$ cat src/rtl/uart_tx_sched.sv
// Round-robin scheduler that shares one UART_tx between two 16-bit command sources.
// Each granted command is sent as two bytes, high byte first, paced by tx_done.
module uart_tx_sched #(
   parameter int GAP_CYCLES = 0,
   parameter int GAP_W      = 8
) (
   input  logic        clk,
   input  logic        rst,
   input  logic [1:0]  req,
   input  logic [15:0] cmd0,
   input  logic [15:0] cmd1,
   output logic [1:0]  ack,
   output logic        busy,
   output logic        trmt,
   output logic [7:0]  tx_data,
   input  logic        tx_done
);

   typedef enum logic [2:0] {
      S_IDLE  = 3'd0,
      S_START = 3'd1,
      S_GUARD = 3'd2,
      S_WAIT  = 3'd3,
      S_GAP   = 3'd4,
      S_FIN   = 3'd5
   } state_t;

   localparam bit               HAS_GAP  = (GAP_CYCLES > 0);
   localparam logic [GAP_W-1:0] GAP_LAST = HAS_GAP ? GAP_W'(GAP_CYCLES - 1) : {GAP_W{1'b0}};

   state_t           state_q, state_d;
   logic             rr_ptr_q, rr_ptr_d;
   logic             byte_sel_q, byte_sel_d;
   logic [GAP_W-1:0] gap_cnt_q, gap_cnt_d;
   logic             gap_to_idle_q, gap_to_idle_d;
   logic [15:0]      hold_q, hold_d;
   logic             gnt_id_q, gnt_id_d;
   logic [1:0]       ack_q, ack_d;
   logic             busy_q, busy_d;
   logic             trmt_q, trmt_d;
   logic [7:0]       tx_data_q, tx_data_d;
   logic             grant_s;

   // Preferred requester wins when it is asking, otherwise the other one.
   assign grant_s = req[rr_ptr_q] ? rr_ptr_q : ~rr_ptr_q;

   // Next-state logic; outputs are derived from the next state so they can be registered.
   always_comb begin
      state_d       = state_q;
      rr_ptr_d      = rr_ptr_q;
      byte_sel_d    = byte_sel_q;
      gap_cnt_d     = gap_cnt_q;
      gap_to_idle_d = gap_to_idle_q;
      hold_d        = hold_q;
      gnt_id_d      = gnt_id_q;

      case (state_q)
         S_IDLE: begin
            if (req != 2'b00) begin
               hold_d     = grant_s ? cmd1 : cmd0;
               gnt_id_d   = grant_s;
               byte_sel_d = 1'b0;
               state_d    = S_START;
            end else begin
               state_d    = S_IDLE;
            end
         end
         S_START: state_d = S_GUARD;
         // tx_done may still show the previous byte's level here.
         S_GUARD: state_d = S_WAIT;
         S_WAIT: begin
            if (tx_done) begin
               if (!byte_sel_q) begin
                  byte_sel_d = 1'b1;
                  if (HAS_GAP) begin
                     gap_cnt_d     = {GAP_W{1'b0}};
                     gap_to_idle_d = 1'b0;
                     state_d       = S_GAP;
                  end else begin
                     state_d       = S_START;
                  end
               end else begin
                  state_d = S_FIN;
               end
            end else begin
               state_d = S_WAIT;
            end
         end
         S_GAP: begin
            if (gap_cnt_q == GAP_LAST) begin
               gap_cnt_d = {GAP_W{1'b0}};
               state_d   = gap_to_idle_q ? S_IDLE : S_START;
            end else begin
               gap_cnt_d = gap_cnt_q + GAP_W'(1);
               state_d   = S_GAP;
            end
         end
         S_FIN: begin
            rr_ptr_d = ~gnt_id_q;
            if (HAS_GAP) begin
               gap_cnt_d     = {GAP_W{1'b0}};
               gap_to_idle_d = 1'b1;
               state_d       = S_GAP;
            end else begin
               state_d       = S_IDLE;
            end
         end
         default: state_d = S_IDLE;
      endcase

      trmt_d    = (state_d == S_START);
      busy_d    = (state_d != S_IDLE);
      tx_data_d = (state_d == S_START) ? (byte_sel_d ? hold_d[7:0] : hold_d[15:8]) : tx_data_q;
      ack_d     = (state_d == S_FIN) ? (gnt_id_d ? 2'b10 : 2'b01) : 2'b00;
   end

   // State and registered outputs.
   always_ff @(posedge clk or posedge rst) begin
      if (rst) begin
         state_q       <= S_IDLE;
         rr_ptr_q      <= 1'b0;
         byte_sel_q    <= 1'b0;
         gap_cnt_q     <= {GAP_W{1'b0}};
         gap_to_idle_q <= 1'b0;
         hold_q        <= 16'h0000;
         gnt_id_q      <= 1'b0;
         ack_q         <= 2'b00;
         busy_q        <= 1'b0;
         trmt_q        <= 1'b0;
         tx_data_q     <= 8'h00;
      end else begin
         state_q       <= state_d;
         rr_ptr_q      <= rr_ptr_d;
         byte_sel_q    <= byte_sel_d;
         gap_cnt_q     <= gap_cnt_d;
         gap_to_idle_q <= gap_to_idle_d;
         hold_q        <= hold_d;
         gnt_id_q      <= gnt_id_d;
         ack_q         <= ack_d;
         busy_q        <= busy_d;
         trmt_q        <= trmt_d;
         tx_data_q     <= tx_data_d;
      end
   end

   assign ack     = ack_q;
   assign busy    = busy_q;
   assign trmt    = trmt_q;
   assign tx_data = tx_data_q;

endmodule

$ cat config.mk
export PLATFORM = sky130hd
export DESIGN_NAME = uart_tx_sched
export DESIGN_NICKNAME = d
export VERILOG_FILES = /design/src/rtl/uart_tx_sched.sv
export SDC_FILE = /design/constraint.sdc
export NUM_CORES = 1
export LEC_CHECK = 0
export CAP_MARGIN = 20
export CORE_MARGIN = 1
export CORE_UTILIZATION = 50
export CTS_BUF_LIST = sky130_fd_sc_hd__clkbuf_16
export DETAILED_ROUTE_END_ITERATION = 12
export MAX_ROUTING_LAYER = met4
export PLACE_DENSITY_LB_ADDON = 0.2
export SLEW_MARGIN = 10
export SYNTH_ARGS = -nofsm -noshare
export SYNTH_HDL_FRONTEND = slang
export SYNTH_SLANG_ARGS = --single-unit
export TNS_END_PERCENT = 10
$ cat constraint.sdc
create_clock -name clk -period 2.3 [get_ports clk]
set_input_delay 0.46 -clock clk [delete_from_list [all_inputs] [get_ports clk]]
set_output_delay 0.46 -clock clk [all_outputs]
set_load 0.02 [all_outputs]
==> impl_metrics.tcl, run 1 <==
set metrics [dict create \
    setup_viol 0 \
    vias_per_cell 5.56 \
    path_class "reg2reg" \
    multi_input_area_sq_mm 0.00103 \
    cts_sinks 42 \
    drt_iter0_markers 115 \
    layout_min_cycle_time_ns 2.13 \
    synthArstFlopShare 1.00 \
    num_rows 23 \
    yosys_warnings 0 \
    fin_worst_skew_ns 0.00455 \
    swShare 0.359 \
    cp_slowest_cell "dfrtp_1" \
    setup_ws_ns 0.170 \
    n_antenna_cell 0 \
    preCtsSetupSlack_ns -0.000330 \
    finalWirelength_um 5140 \
    grt_max_degree 43 \
    h-tree-depth 2 \
    max_slew_margin 0.604 \
    hold_path_class "reg2reg" \
    syn_area_sq_mm 0.00218 \
    path_cells "or3_1 -> or2_1 -> o32a_1 -> mux2_2" \
    ys.flop_type "dfrtp_1" \
    status "complete, no violations" \
    p_clk_frac 0.181 \
    p_leak_nw 1.26 \
    synth_enable_flop_cells 0 \
    route.vias.total 1817 \
    cp_top_family "simple AND/OR/NAND/NOR gates" \
    wl_per_cell_um 15.7 \
    drc 0 \
    tightest_slew_ns 0.594 \
    syn_inst 222 \
    postSynthAreaPerCell_sq_um 9.83 \
    cts_root_buf "clkbuf_16" \
    required_ns 2.46 \
    cp-end-kind "flip-flop" \
    start_util 0.534 \
    crit_path_max_fanout 18 \
    crit_path_start_kind "flip-flop" \
    whs_ns 0.466 \
    cts.repair.resized 0 \
    overflow 0 \
    grt_pass1_vias 1741 \
    yosysUniqueCellTypes 39 \
    synth_nets 261 \
    die-area_sq_mm 0.00463 \
    drv_slew 0 \
    cts_made_buffers 5 \
    placed_cell_area_sq_mm 0.00279 \
    drive_gt1_frac 0.105 \
    hold_viol 0 \
    drt-pass1-iter-count 5 \
    synth-seq-area-share 0.482 \
    crit_path_max_incr_delay_ns 0.47 \
    max-vdd-ir-drop_uv 716 \
    ant_nets 0 \
    place_congestion 0.886 \
    grtUsageTotal 0.262 \
    post-dp-hpwl_um 3590 \
    worst_setup_hold_path_clk_slew_ns 0.06 \
    cts_tree "done" \
    rsz0062_at_grt "false" \
    coreArea_sq_mm 0.00409 \
    antenna_found_initial 0 \
    max_freq_mhz 470 \
    fillers 299 \
    power_density_mw_per_mm2 1240 \
    regArea_sq_mm 0.00105 \
    clk_latency_ns 0.28 \
    post-cts-setup-buffer-count 0 \
    crit_arrival_ns 2.29 \
    fin_cells 327 \
    die_w_um 68.1 \
    area_growth_pct 34.2 \
    post-place-cells 319 \
    fin_util 0.717 \
    power.total_mw 3.62 \
    fin_crit_sh 0.926 \
    switchingPower_mw 1.30 \
    ctsHoldBuffers 0 \
    critPathBufInv 0 \
    p_seq_frac 0.340 \
    io_pins 49 \
    combPwrFrac 0.479 \
    post-route-cell-area_sq_mm 0.00293 \
    port_buffers 48 \
    synth-seq-cells 42 \
    power.internal_mw 2.32 \
    grt_pass1_wl_um 8440 \
    die-height_um 68.1 \
    max_cap_violations 0 \
    fin_tns_setup_ns 0 \
    cts_buffer_depth 2 \
    fin_nets 315 \
]
==> path summary, 6_finish.rpt <==
kind	startpoint	slack, ns	to	depth (start not counted)
setup / recovery	state_q[0]$_DFF_PP0_	0.17	tx_data[2]$_DFFE_PP0N_	4
hold / removal	gnt_id_q$_DFF_PP0_	0.47	rr_ptr_q$_DFFE_PP0N_	1
setup reg to reg	state_q[0]$_DFF_PP0_	0.17	tx_data[2]$_DFFE_PP0N_	4
hold reg to reg	gnt_id_q$_DFF_PP0_	0.47	rr_ptr_q$_DFFE_PP0N_	1
max in group asynchronous	rst	1.33	hold_q[10]$_DFF_PP0_	3
min in group asynchronous	rst	0.61	hold_q[1]$_DFF_PP0_	3
==> power groups by stage <==
stage               Clock (mW)  Combinational (mW)  Sequential [mW]
floorplan                    0                1.05             1.29
finish                   0.655                1.73             1.23
CTS                      0.667                1.74             1.23
global placement             0                1.68             1.23
global route             0.696                1.90             1.26
detailed placement           0                1.72             1.24
==> cell usage in the layout (no fill, tap or decap), types with 5 or more instances in the layout <==
cell	n
a21oi_1	9
and3_1	11
nor2_1	15
nand2_1	28
o32ai_1	8
inv_1	12
mux2_2	8
buf_4	9
a31oi_1	8
a21boi_0	8
dfrtp_1	42
clkbuf_16	5
o21a_1	8
clkdlybuf4s50_1	48
nor3_1	9
o32a_1	8
==> state kept, by name, indices dropped and copies added (netlist names) <==
signal      cells
rr_ptr_q        1
byte_sel_q      1
trmt            1
gnt_id_q        1
tx_data         8
busy            1
state_q         3
gap_cnt_q       8
ack             2
hold_q         16
==> layer usage <==
metal	track usage	vias up	routed length, um
met5	-	-	0
met4	0.0807	0	41
met3	0.0567	4	214
met2	0.404	42	2440
met1	0.343	857	2450
li1	-	914	-
==> cells in the mapped netlist (2+ instances only) <==
cell type | count | area [sq um]
xnor2_1 | 4 | 35.0
o21bai_1 | 2 | 15.0
a21boi_0 | 8 | 60.1
o32a_1 | 8 | 80.1
inv_1 | 12 | 45.0
a31oi_1 | 8 | 50.1
o21ai_0 | 4 | 20.0
o32ai_1 | 8 | 70.1
dfrtp_1 | 42 | 1050
nand4_1 | 3 | 18.8
clkbuf_1 | 8 | 30.0
buf_2 | 2 | 10.0
nand2_1 | 28 | 105
a21oi_1 | 9 | 45.0
and3_1 | 11 | 68.8
ha_1 | 2 | 25.0
mux2_2 | 8 | 90.1
o21a_1 | 8 | 60.1
nand3_1 | 2 | 10.0
buf_6 | 2 | 22.5
nor2_1 | 15 | 56.3
nand2b_1 | 2 | 12.5
nor3_1 | 9 | 45.0
nor2b_1 | 2 | 12.5
==> cells by family (layout without fill, tap and decap cells) <==
kind of cell	after synthesis	after routing	share of synthesized area
simple gates	80	80	0.183
compound gates	60	60	0.210
flops	42	42	0.482
buf+inv	25	80	0.0510
mux	9	9	0.0459
xor+xnor	4	4	0.0161
fa+ha+maj	2	2	0.0115
==> layout make-up <==
cell class	count	area share
tap	50	0.0214
clock inverter	3	0.00384
multi-input combinational	155	0.350
sequential	42	0.359
timing repair buffer	60	0.208
clock buffer	5	0.0427
inverter	12	0.0154
Power figures use the tool's default switching activity.
==> inputs of run 2 (changes only) <==
PLACE_DENSITY = 0.78   (was default)
PLACE_DENSITY_LB_ADDON = default   (was 0.2)
==> run 2 against run 1 <==
Effect of this change:
- first-iteration DRC count is 24% lower
- clock power about the same
- sequential cell count stayed put
- sequential power is essentially flat
- routed wire length up 0.60%
- sequential share of layout area fell by 0.12 points
- global-route usage grew 0.23 points
- hold slack improved by 0.0091 ns
- utilization up 0.24 points
- critical path depth is 3 higher
- critical path type unchanged
- critical endpoint is now tx_data[5]$_DFFE_PP0N_
- largest cell class unchanged
- highest routed layer unchanged
==> impl_metrics.tcl, run 2 (same netlist as run 1, synthesis figures left out) <==
set metrics [dict create \
    cts_root_buf "clkbuf_16" \
    grt_pass1_vias 1914 \
    crit_arrival_ns 2.20 \
    worst_setup_hold_path_clk_slew_ns 0.06 \
    cts_sinks 42 \
    cts_tree "done" \
    fillers 321 \
    required_ns 2.46 \
    multi_input_area_sq_mm 0.00103 \
    fin_nets 318 \
    crit_path_start_kind "flip-flop" \
    regArea_sq_mm 0.00105 \
    drv_slew 0 \
    port_buffers 48 \
    drc 0 \
    final_cell_mix "48 x clkdlybuf4s50_1, 42 x dfrtp_1, 28 x nand2_1, 15 x nor2_1, 13 x buf_4" \
    vias_per_cell 5.71 \
    grt_max_degree 43 \
    route.vias.total 1883 \
    final_common_cell "clkdlybuf4s50_1" \
    grtUsageTotal 0.264 \
    power_density_mw_per_mm2 1240 \
    largest_register_ffs 16 \
    cts_made_buffers 5 \
    clk_latency_ns 0.28 \
    overflow 0 \
    p_leak_nw 1.27 \
    hold_viol 0 \
    num_rows 23 \
    max_cap_violations 0 \
    tightest_slew_ns 0.608 \
    status "complete, no violations" \
    die_w_um 68.1 \
    antenna_found_initial 0 \
    regMostFlops "hold_q" \
    ant_nets 0 \
    drt-pass1-iter-count 4 \
    drt_iter0_markers 87 \
    crit_path_max_fanout 9 \
    max_freq_mhz 489 \
    wl_per_cell_um 15.7 \
    h-tree-depth 2 \
    start_util 0.534 \
    rsz0062_at_grt "false" \
    whs_ns 0.475 \
    setup_viol 0 \
    fin_worst_skew_ns 0.00278 \
    hold_path_class "reg2reg" \
    post-dp-hpwl_um 3760 \
    grt_pass1_wl_um 8600 \
    cp_slowest_cell "dfrtp_1" \
    drive_gt1_frac 0.114 \
    max_slew_margin 0.595 \
    crit_path_max_incr_delay_ns 0.42 \
    place_congestion 0.831 \
    finalWirelength_um 5170 \
    die-height_um 68.1 \
    layout_min_cycle_time_ns 2.04 \
    coreArea_sq_mm 0.00409 \
    io_pins 49 \
    path_class "reg2reg" \
    cp-end-kind "flip-flop" \
    area_growth_pct 34.7 \
    max-vdd-ir-drop_uv 792 \
    fin_tns_setup_ns 0 \
    cts_buffer_depth 2 \
    die-area_sq_mm 0.00463 \
    fin_crit_sh 0.888 \
    n_antenna_cell 0 \
    path_cells "inv_1 -> ha_1 -> nor4b_2 -> nand3_1 -> a221oi_4 -> buf_12 -> mux2_2" \
    post-cts-setup-buffer-count 0 \
]
run 2: changes by cell type in the layout (fill, tap and decap cells not counted), sizes merged:
cell,delta
buf,+3
run 2: power breakdown:
part / internal [mW] / total (mW) / leakage (nW) / switching [mW]
clock: 0.390 / 0.653 / 0.0663 / 0.262
sequential: 1.03 / 1.22 / 0.504 / 0.189
combinational: 0.902 / 1.76 / 0.701 / 0.860
run 2: stage by stage:
| step | cell area [sq um] | total power [mW] | setup WS (ns) | std cells | util |
|---|---|---|---|---|---|
| after CTS | 2930 | 3.64 | 0.0780 | 330 | 0.718 |
| final | 2940 | 3.64 | 0.257 | 330 | 0.719 |
| after global placement | 2800 | 2.92 | 0.108 | 322 | 0.684 |
| after floorplan | 2180 | 2.33 | 0.288 | 222 | - |
| after global routing | 2940 | 3.87 | 0.0643 | 330 | 0.719 |
| after detailed placement | 2800 | 2.97 | 0.0731 | 322 | 0.684 |
run 2: layout make-up:
| class | instances | area share |
|---|---|---|
| sequential | 42 | 0.358 |
| multi-input combinational | 155 | 0.349 |
| timing repair buffer | 63 | 0.210 |
| clock buffer | 5 | 0.0426 |
| tap | 50 | 0.0213 |
| inverter | 12 | 0.0153 |
| clock inverter | 3 | 0.00383 |
run 2: routing by layer:
layer,vias up,GRT usage,part of all wire
met1,901,0.310,0.43
met5,-,-,0
met3,8,0.0600,0.039
met2,51,0.446,0.51
li1,923,-,-
met4,0,0.0833,0.014
run 2: what timing repair did:
action	4_1_cts	5_1_grt
setup endpoints to repair	0	8
hold buffers	0	0
gates resized for setup	0	1
run 2: worst paths after layout:
path,start,endpoint,slack (ns),depth (start not counted)
max,gap_cnt_q[0]$_DFFE_PP0N_,tx_data[5]$_DFFE_PP0N_,0.26,7
min in group asynchronous,rst,hold_q[10]$_DFF_PP0_,0.61,3
min reg2reg,gnt_id_q$_DFF_PP0_,rr_ptr_q$_DFFE_PP0N_,0.48,1
max in group asynchronous,rst,gap_cnt_q[0]$_DFFE_PP0N_,1.32,3
max reg2reg,gap_cnt_q[0]$_DFFE_PP0N_,tx_data[5]$_DFFE_PP0N_,0.26,7
min,gnt_id_q$_DFF_PP0_,rr_ptr_q$_DFFE_PP0N_,0.48,1
run 2: critical path: cells and delay by family (launching register included):
family / cells / cell delay (ns)
adders and majority gates: 1 / 0.13
and+or+nand+nor: 2 / 0.44
AOI/OAI and AO/OA: 1 / 0.36
DFF: 1 / 0.42
buffers and inverters: 2 / 0.24
muxes: 1 / 0.34
